==> config.mk <==
export PLATFORM = sky130hd
export DESIGN_NAME = jtag_scan_master_flat
export DESIGN_NICKNAME = d
export VERILOG_FILES = /design/src/rtl/jtag_scan_master_if.sv /design/src/rtl/jtag_scan_master.sv /design/src/flat_wrapper.sv
export SDC_FILE = /design/constraint.sdc
export NUM_CORES = 1
export LEC_CHECK = 0
export CORE_UTILIZATION = 30
export CTS_BUF_LIST = sky130_fd_sc_hd__clkbuf_8
export CTS_CLUSTER_DIAMETER = 30
export DETAILED_ROUTE_END_ITERATION = 12
export PLACE_DENSITY = 0.5
export RECOVER_POWER = 25
export SLEW_MARGIN = 20
export SYNTH_ARGS = -nofsm -noshare
export SYNTH_HDL_FRONTEND = slang
export SYNTH_SLANG_ARGS = --single-unit
==> constraint.sdc <==
create_clock -name clk_50MHz -period 2.55 [get_ports clk_50MHz]
set_clock_uncertainty 0.1 [all_clocks]
set_input_delay 0.51 -clock clk_50MHz [delete_from_list [all_inputs] [get_ports clk_50MHz]]
set_output_delay 0.51 -clock clk_50MHz [all_outputs]
set_load 0.05 [all_outputs]
==> src/rtl/jtag_scan_master_if.sv <==
// Command/status and JTAG pin bundle for jtag_scan_master.
// The master modport is the scan engine's view; slave is the host/target side.
interface jtag_scan_master_if #(
  parameter int MAX_LEN = 16,
  parameter int LEN_W   = 5
);
  logic               start;
  logic [1:0]         cmd;
  logic [LEN_W-1:0]   len;
  logic [MAX_LEN-1:0] tdi_data;
  logic [MAX_LEN-1:0] tdo_data;
  logic               busy;
  logic               done;
  logic               TCK;
  logic               TMS;
  logic               TDI;
  logic               TDO;

  modport master (
    input  start, cmd, len, tdi_data, TDO,
    output tdo_data, busy, done, TCK, TMS, TDI
  );

  modport slave (
    output start, cmd, len, tdi_data, TDO,
    input  tdo_data, busy, done, TCK, TMS, TDI
  );
endinterface

==> src/rtl/jtag_scan_master.sv <==
// Bit-level JTAG master: TAP reset, IR scan and DR scan sequences from the board clock.
// Every sequence starts and ends in Run-Test/Idle; TDO is captured on each shift pulse.
module jtag_scan_master #(
  parameter int TCK_HALF = 5,
  parameter int MAX_LEN  = 16,
  parameter int LEN_W    = 5
) (
  input logic              clk_50MHz,
  input logic              rst_n,
  jtag_scan_master_if.master bus
);

  localparam int              PH_W    = (TCK_HALF > 1) ? $clog2(TCK_HALF) : 1;
  localparam logic [PH_W-1:0]  PH_LAST = PH_W'(TCK_HALF - 1);
  localparam logic [LEN_W-1:0] LEN_MAX = LEN_W'(MAX_LEN);

  typedef enum logic [2:0] {RST_SEQ, IDLE, HDR, SHIFT, TAIL} state_t;

  state_t             state_q, state_d;
  logic [PH_W-1:0]    ph_q, ph_d;
  logic [2:0]         pulse_q, pulse_d;
  logic [LEN_W-1:0]   bit_q, bit_d;
  logic [LEN_W-1:0]   len_q, len_d;
  logic [MAX_LEN-1:0] tdi_q, tdi_d;
  logic [MAX_LEN-1:0] tdo_q, tdo_d;
  logic               is_ir_q, is_ir_d;
  logic               auto_q, auto_d;
  logic               tck_q, tck_d;
  logic               tms_q, tms_d;
  logic               tdi_bit_q, tdi_bit_d;
  logic               busy_q, busy_d;
  logic               done_q, done_d;
  logic [LEN_W-1:0]   len_eff;

  // {TMS, TDI} for the pulse identified by state and counters.
  function automatic logic [1:0] pins(state_t s, logic [2:0] p, logic [LEN_W-1:0] b,
                                      logic ir, logic [LEN_W-1:0] l,
                                      logic [MAX_LEN-1:0] d);
    logic [MAX_LEN-1:0] sh;
    sh = d >> b;
    case (s)
      RST_SEQ: return {p != 3'd5, 1'b0};
      HDR:     return {ir ? (p < 3'd2) : (p == 3'd0), 1'b0};
      SHIFT:   return {b == l - LEN_W'(1), sh[0]};
      TAIL:    return {p == 3'd0, 1'b0};
      default: return 2'b00;
    endcase
  endfunction

  always_comb begin
    state_d   = state_q;
    ph_d      = ph_q;
    pulse_d   = pulse_q;
    bit_d     = bit_q;
    len_d     = len_q;
    tdi_d     = tdi_q;
    tdo_d     = tdo_q;
    is_ir_d   = is_ir_q;
    auto_d    = auto_q;
    tck_d     = tck_q;
    tms_d     = tms_q;
    tdi_bit_d = tdi_bit_q;
    busy_d    = busy_q;
    done_d    = 1'b0;
    len_eff   = (bus.len > LEN_MAX) ? LEN_MAX : bus.len;

    case (state_q)
      IDLE: begin
        tck_d   = 1'b0;
        ph_d    = '0;
        pulse_d = '0;
        bit_d   = '0;
        if (auto_q) begin
          state_d = RST_SEQ;
          auto_d  = 1'b0;
          busy_d  = 1'b1;
        end else if (bus.start && bus.cmd == 2'b00) begin
          state_d = RST_SEQ;
          busy_d  = 1'b1;
        end else if (bus.start && (bus.cmd == 2'b01 || bus.cmd == 2'b10) && bus.len != '0) begin
          state_d = HDR;
          busy_d  = 1'b1;
          is_ir_d = (bus.cmd == 2'b01);
          len_d   = len_eff;
          tdi_d   = bus.tdi_data;
          tdo_d   = '0;
        end
        {tms_d, tdi_bit_d} = pins(state_d, '0, '0, is_ir_d, len_d, tdi_d);
      end
      default: begin
        if (ph_q != PH_LAST) begin
          ph_d = ph_q + PH_W'(1);
        end else begin
          ph_d = '0;
          if (!tck_q) begin
            tck_d = 1'b1;
            if (state_q == SHIFT)
              tdo_d = tdo_q | (MAX_LEN'(bus.TDO) << bit_q);
          end else begin
            // End of a pulse: advance counters, then drive pins for the next low phase.
            tck_d = 1'b0;
            case (state_q)
              RST_SEQ: if (pulse_q == 3'd5) state_d = IDLE;
                       else pulse_d = pulse_q + 3'd1;
              HDR: if (pulse_q == (is_ir_q ? 3'd3 : 3'd2)) begin
                     state_d = SHIFT;
                     bit_d   = '0;
                   end else pulse_d = pulse_q + 3'd1;
              SHIFT: if (bit_q == len_q - LEN_W'(1)) begin
                       state_d = TAIL;
                       pulse_d = '0;
                     end else bit_d = bit_q + LEN_W'(1);
              TAIL: if (pulse_q == 3'd1) state_d = IDLE;
                    else pulse_d = pulse_q + 3'd1;
              default: state_d = IDLE;
            endcase
            if (state_d == IDLE) begin
              busy_d = 1'b0;
              done_d = 1'b1;
            end
            {tms_d, tdi_bit_d} = pins(state_d, pulse_d, bit_d, is_ir_q, len_q, tdi_q);
          end
        end
      end
    endcase
  end

  always_ff @(posedge clk_50MHz or negedge rst_n) begin
    if (!rst_n) begin
      state_q   <= IDLE;
      ph_q      <= '0;
      pulse_q   <= '0;
      bit_q     <= '0;
      len_q     <= '0;
      tdi_q     <= '0;
      tdo_q     <= '0;
      is_ir_q   <= 1'b0;
      auto_q    <= 1'b1;
      tck_q     <= 1'b0;
      tms_q     <= 1'b1;
      tdi_bit_q <= 1'b0;
      busy_q    <= 1'b0;
      done_q    <= 1'b0;
    end else begin
      state_q   <= state_d;
      ph_q      <= ph_d;
      pulse_q   <= pulse_d;
      bit_q     <= bit_d;
      len_q     <= len_d;
      tdi_q     <= tdi_d;
      tdo_q     <= tdo_d;
      is_ir_q   <= is_ir_d;
      auto_q    <= auto_d;
      tck_q     <= tck_d;
      tms_q     <= tms_d;
      tdi_bit_q <= tdi_bit_d;
      busy_q    <= busy_d;
      done_q    <= done_d;
    end
  end

  assign bus.TCK      = tck_q;
  assign bus.TMS      = tms_q;
  assign bus.TDI      = tdi_bit_q;
  assign bus.busy     = busy_q;
  assign bus.done     = done_q;
  assign bus.tdo_data = tdo_q;

endmodule

==> src/flat_wrapper.sv <==
// flat-port wrapper written by rule: the top's interface ports become plain ports
module jtag_scan_master_flat 
#(
  parameter int TCK_HALF = 5,
  parameter int MAX_LEN  = 16,
  parameter int LEN_W    = 5
)
  (clk_50MHz, rst_n, bus_start, bus_cmd, bus_len, bus_tdi_data, bus_TDO, bus_tdo_data, bus_busy, bus_done, bus_TCK, bus_TMS, bus_TDI);
  jtag_scan_master_if #(.MAX_LEN(MAX_LEN), .LEN_W(LEN_W)) bus_i ();
  input logic clk_50MHz;
  input logic rst_n;
  input wire logic [$bits(bus_i.start)-1:0] bus_start;
  input wire logic [$bits(bus_i.cmd)-1:0] bus_cmd;
  input wire logic [$bits(bus_i.len)-1:0] bus_len;
  input wire logic [$bits(bus_i.tdi_data)-1:0] bus_tdi_data;
  input wire logic [$bits(bus_i.TDO)-1:0] bus_TDO;
  output wire logic [$bits(bus_i.tdo_data)-1:0] bus_tdo_data;
  output wire logic [$bits(bus_i.busy)-1:0] bus_busy;
  output wire logic [$bits(bus_i.done)-1:0] bus_done;
  output wire logic [$bits(bus_i.TCK)-1:0] bus_TCK;
  output wire logic [$bits(bus_i.TMS)-1:0] bus_TMS;
  output wire logic [$bits(bus_i.TDI)-1:0] bus_TDI;
  assign bus_i.start = bus_start;
  assign bus_i.cmd = bus_cmd;
  assign bus_i.len = bus_len;
  assign bus_i.tdi_data = bus_tdi_data;
  assign bus_i.TDO = bus_TDO;
  assign bus_tdo_data = bus_i.tdo_data;
  assign bus_busy = bus_i.busy;
  assign bus_done = bus_i.done;
  assign bus_TCK = bus_i.TCK;
  assign bus_TMS = bus_i.TMS;
  assign bus_TDI = bus_i.TDI;
  jtag_scan_master #(.TCK_HALF(TCK_HALF), .MAX_LEN(MAX_LEN), .LEN_W(LEN_W)) u_core (.clk_50MHz(clk_50MHz), .rst_n(rst_n), .bus(bus_i));
endmodule
======== Word-level counts from Yosys, hierarchy flattened ========
Index checks and enable logic that the tools add are counted.
storage, ports and cells
  ROM bits ................................ 0
  register bits ........................... 58
  memories ................................ 0
  output and inout bits ................... 21
  latch bits .............................. 0
  RAM bits ................................ 0
cells by class
  div/mod/pow operators ................... 0
  muxes and demuxes ....................... 76
  add/subtract/negate cells ............... 5
  shifts and indexed selects .............. 2
  reductions and logical operators ........ 19
  $mul .................................... 0
  bitwise operators ....................... 3
  order comparisons ....................... 2
  eq/ne operators ......................... 26
operators with widths
  operator               count
  $mux W16               7
  $mux W3                26
  $mux W5                13
  $mux W1                25
  $pmux W3 S4            2
  $eq A3 B2 Y1 const B   6
  $or A16 B16 Y16        1
  $shl A1 B5 Y16         1
  $shr A16 B5 Y1         1
  $eq A3 B3 Y1 const B   4
  $logic_not A3 Y1       4
  $eq A5 B5 Y1           2
  $pmux W5 S2            1
  $sub A5 B1 Y5 const B  2
  $eq A3 B1 Y1 const B   3
  $ne A2 B2 Y1 const B   4
  $pmux W2 S4            1
  $reduce_and A4 Y1      2
  $add A3 B1 Y3 const B  2
  $ne A3 B3 Y1 const B   2
  $reduce_and A6 Y1      1
  $reduce_bool A2 Y1     3
  $add A5 B1 Y5 const B  1
  $gt A5 B5 Y1 const B   1
  15 further kinds       18

======== Longest topological paths before layout ========
  depth in word-level cells ............... 13
  gate-level depth with buffers ........... 11
  mapped depth without buffers ............ 10

======== Worst setup path after synthesis ========
Ideal clock, no wire load.
  path kind ............................... register to register
  start ................................... register u_core.len_q[0]
  end ..................................... register u_core.tms_q, in the netlist u_core.bus.TMS
  setup slack ............................. -0.114 ns
  buffers on the path ..................... 1
  period minus slack after synthesis ...... 2.664 ns
  data required time ...................... 2.386 ns
  stages on the path, launching flop included .. 12
  data arrival time ....................... 2.500 ns
  cells stage by stage .................... dfrtp_1 > inv_1 > ha_1 > xnor2_1 > a211oi_2 > o211ai_2 > buf_4 > and3_1 > o21ai_0 > nand4b_1 > or4_1 > nand3_1
between the ends
  longest elaborated chain between the ends .. 13
  elaborated cells between the ends (all ways) .. 37
  those cells by class .................... 2 x add/sub; 1 x order compare; 6 x eq/ne; 25 x mux; 3 x reduce/logical
ends and longest elaborated chain
  item                                              line                                             text
  start: declaration                                jtag_scan_master.sv:23                           logic [LEN_W-1:0] len_q, len_d;
  start signal: assignment                          jtag_scan_master.sv:149                          len_q <= len_d;
  $sub A5 B1 Y5                                     jtag_scan_master.sv:44, jtag_scan_master.sv:109
  $eq A5 B5 Y1                                      jtag_scan_master.sv:109                          SHIFT: if (bit_q == len_q - LEN_W'(1)) begin
  $mux W3                                           jtag_scan_master.sv:109
  $pmux W3 S4                                       jtag_scan_master.sv:102                          case (state_q)
  $mux W3                                           jtag_scan_master.sv:95                           if (!tck_q) begin
  $mux W3                                           jtag_scan_master.sv:91                           if (ph_q != PH_LAST) begin
  $mux W3                                           jtag_scan_master.sv:67                           case (state_q)
  $lt A3 B2 Y1 or $logic_not A3 Y1 (tied branches)  jtag_scan_master.sv:43, jtag_scan_master.sv:45
  $mux W1                                           jtag_scan_master.sv:43                           HDR: return {ir ? (p < 3'd2) : (p == 3'd0), 1'b0};
  $pmux W2 S4                                       jtag_scan_master.sv:41                           case (s)
  $mux W1                                           jtag_scan_master.sv:95
  $mux W1                                           jtag_scan_master.sv:91
  $mux W1 *                                         jtag_scan_master.sv:67
  end signal: assignment                            jtag_scan_master.sv:155                          tms_q <= tms_d;
  end: declaration                                  jtag_scan_master.sv:29                           logic tms_q, tms_d;
Mark *: on every way between the ends. The rest lies on a longest branch, timed or not. The select of a mux whose other input is x is not followed.
A chain may end at the register's enable or synchronous reset.

======== Worst setup path after layout ========
Ends and elaborated chain as after synthesis.

==> metrics.md <==
| Metric | Value |
|---|---|
| Num ports | `48` |
| Filler cells | `1084` |
| Post-Synthesis Mean Instance Area | `8.39 sq um` |
| WP buf/inv | `1` |
| Pwr Density | `1030 nW/um^2` |
| TritonRoute pass-1 iters | `5` |
| Vias in the first global route | `3225` |
| Failing checks | `setup timing` |
| GRT overflow | `0` |
| Pre-CTS setup slack | `-0.275 ns` |
| Vias | `3257` |
| Synth Net Count | `435` |
| Logic gate share of total power | `0.571` |
| Reg2reg start | `u_core.len_q[0]` |
| Slew HR | `0.0869` |
| Reg2Reg Depth | `10` |
| Avg WL per Cell | `15.0 microns` |
| Clk network pwr share | `0.168` |
| Switch Pwr | `2.13 mW` |
| Total CTS buffers | `9` |
| Critical path data arrival time | `2.88 ns` |
| Initial Util | `0.308` |
| Placer Congestion | `0.844` |
| Met1 Use GR | `0.233` |
| Clk buf depth | `2` |
| Seq cells post-synth | `58` |
| Max Fclk | `0.372 GHz` |
| Unrepaired setup endpoints after global routing | `yes` |
| Initial antenna violation count | `0` |
| Area Growth Syn to Fin | `45.2%` |
| ANT nets after route | `0` |
| R2R setup slack | `-0.14 ns` |
| Met2 usage | `0.301` |
| Int Power | `2.91 mW` |
| Worst-skew pair later-pin latency | `0.35 ns` |
| VDD IR max | `409 uV` |
| Crit share post-route | `1.06` |
| Reg clk slew, reported paths | `0.07 ns` |
| Post-Syn Area | `3360 sq um` |
| Sw Ratio | `0.423` |
| Top_reg_cell synth | `dfrtp_1` |
| Worst path cell trace | `inv_2 -> ha_4 -> nand3b_1 -> a21oi_1 -> o211ai_4 -> a311o_1 -> and2_4 -> xnor2_2 -> or4_4 -> nand3_2` |
| Initial DRC Count | `142` |
| Worst setup margin | `-0.141 ns` |
| Worst-Margin Slew | `1.37 ns` |
| EDFF count, synth | `0` |
| GRT Total Usage | `0.180` |
| Final worst path period need | `2.69 ns` |
| Number of port buffers | `47` |
| HP Class | `input pin to async pin` |
| Lkg Pwr | `2.23 nW` |
| Die H | `108 microns` |
| Largest net degree at the start of global routing | `26` |
| Met3 Use GR | `0.0327` |
| Ys Warns | `0` |
| Hold Worst Slack | `0.360 ns` |
| Placed instance area | `4450 sq um` |
| WS Path Type | `flip-flop to flip-flop` |
| Busiest grt layer | `met2` |
| Core area | `10900 sq um` |
| # rows | `38` |
| CP max stage cell | `or4_4` |
| Crit-path max FO | `7` |
| Clk sinks | `58` |
| Post-synth cell types | `57` |
| Sequential group share of total power | `0.261` |
| Slew Limit Fails | `0` |
| CP startpoint kind | `flip-flop` |
| Final routed DRC violation total | `0` |
| Final Hold Fails | `0` |
| Routed WL | `9790 microns` |
| DPL Wire Length | `7300 microns` |
| Root buffer cell | `clkbuf_8` |
| Die ar. | `11600 sq um` |
| Ys async rst share | `1.00` |
| Worst path top cell family by delay | `compound AO/OA/AOI/OAI gates` |
| Max-cap viol count | `0` |
| CTS tree | `yes` |
| Vias per inst | `5.00` |
| Outcome | `finished with violations` |
| Share of cells above drive strength 1 | `0.242` |
| First-pass GRT wire length | `15900 microns` |
| Layout Utilization | `0.448` |
| Critical Path Sink Type | `flip-flop` |
| Mapped Cells | `400` |
| Finished Cell Area | `4870 sq um` |
| H-tree depth | `3` |
| Largest stage delay on the critical path | `0.48 ns` |
| Setup Viol. Count Final | `2` |
| Die Wd | `108 microns` |
| Beginning of the critical path | `u_core.len_q[0]` |
| Layout Nets | `542` |
| CP required | `2.74 ns` |
| R2r endpoint | `u_core.bus.TMS` |
| # diodes | `0` |
| Seq/Total Area, Yosys | `0.433` |
-- power by group through the flow --
| stage | Clock (mW) | Combinational (mW) | Sequential (mW) |
|---|---|---|---|
| global placement | 0 | 2.49 | 1.33 |
| detailed placement | 0 | 2.50 | 1.33 |
| global route | 0.917 | 3.13 | 1.35 |
| floorplan | 0 | 1.38 | 1.46 |
| CTS | 0.866 | 2.69 | 1.32 |
| finish | 0.849 | 2.88 | 1.32 |
-- synthesized netlist by cell type (3+ instances only) --
| library cell | instances | area, sq um |
|---|---|---|
| nor2b_1 | 3 | 18.8 |
| o211ai_1 | 4 | 30.0 |
| nand2_1 | 82 | 308 |
| dfrtp_1 | 55 | 1380 |
| nor2_1 | 38 | 143 |
| nand3_1 | 16 | 80.1 |
| and2_1 | 6 | 37.5 |
| a31oi_1 | 7 | 43.8 |
| xnor2_1 | 8 | 70.1 |
| nand4_1 | 4 | 25.0 |
| ha_1 | 8 | 100 |
| o21a_1 | 3 | 22.5 |
| mux2i_1 | 3 | 30.0 |
| a211oi_1 | 4 | 30.0 |
| a21oi_1 | 33 | 165 |
| xor2_1 | 6 | 52.6 |
| nor3_1 | 7 | 35.0 |
| clkbuf_1 | 16 | 60.1 |
| dfstp_2 | 3 | 78.8 |
| o21ai_0 | 19 | 95.1 |
| nand3b_1 | 5 | 37.5 |
| inv_1 | 13 | 48.8 |
| and3_1 | 11 | 68.8 |
-- worst max path at each step --
stage | endpoint | slack, ns | cells past startpoint
final | u_core.bus.TMS | -0.14 | 10
after global routing | u_core.bus.TDI | -0.28 | 10
after floorplan | u_core.bus.TMS | 0.005 | 11
after CTS | u_core.bus.TDI | -0.09 | 10
after detailed placement | u_core.bus.tdo_data[14] | -0.28 | 9
after global placement | u_core.bus.tdo_data[14] | -0.22 | 9
-- metrics by stage --
step	TNS [ns]	instances	total power, mW
floorplan	0	400	2.84
global placement	-3.35	628	3.82
detailed placement	-4.38	628	3.83
CTS	-0.158	649	4.87
global route	-0.548	652	5.40
finish	-0.258	652	5.04
-- layout make-up --
class | count | area, sq um | area share
Tap cell | 140 | 175 | 0.0359
Multi-Input combinational cell | 308 | 1960 | 0.402
Clock inverter | 7 | 70.1 | 0.0144
Clock buffer | 9 | 124 | 0.0254
Inverter | 14 | 52.6 | 0.0108
Timing Repair Buffer | 116 | 1040 | 0.213
Sequential cell | 58 | 1460 | 0.299
-- layer usage --
layer	wire (microns)	share of wire
met5	0	0
met4	148	0.015
met3	290	0.030
met2	4870	0.50
met1	4480	0.46
-- repair_timing --
| item | CTS | global route |
|---|---|---|
| setup buffers | 5 | 3 |
| gates resized for setup | 18 | 22 |
| gates cloned | 0 | 0 |
| endpoints found under the hold margin | 0 | 0 |
| endpoints found under the setup margin | 2 | 16 |
| pin swaps | 12 | 11 |
| hold buffers | 0 | 0 |
-- cells in the final DEF (no fill, tap or decap), types with 9 or more instances in the layout --
cell type / n
a21oi_1: 31
and3_1: 10
buf_4: 59
clkbuf_8: 9
clkdlybuf4s50_1: 46
dfrtp_1: 55
inv_1: 11
nand2_1: 81
nand3_1: 12
nor2_1: 35
o21ai_0: 16
-- cell families (layout without fill, tap and decap cells) --
logic type	count (synthesis)	in the layout	synth area share
DFF	58	58	0.433
adders and majority gates	8	8	0.0298
AOI/OAI and AO/OA	95	95	0.184
and+or+nand+nor	187	187	0.260
xor gates and xnor gates	14	14	0.0365
muxes	4	4	0.0157
buffers and inverters	34	146	0.0403
-- registers in the layout, indices dropped and copies added (netlist names) --
name / flops
u_core.auto_q: 1
u_core.bit_q: 5
u_core.bus.TCK: 1
u_core.bus.TDI: 1
u_core.bus.TMS: 1
u_core.bus.busy: 1
u_core.bus.done: 1
u_core.bus.tdo_data: 16
u_core.is_ir_q: 1
u_core.len_q: 5
u_core.ph_q: 3
u_core.pulse_q: 3
u_core.state_q: 3
u_core.tdi_q: 16
Power figures use the tool's default switching activity.
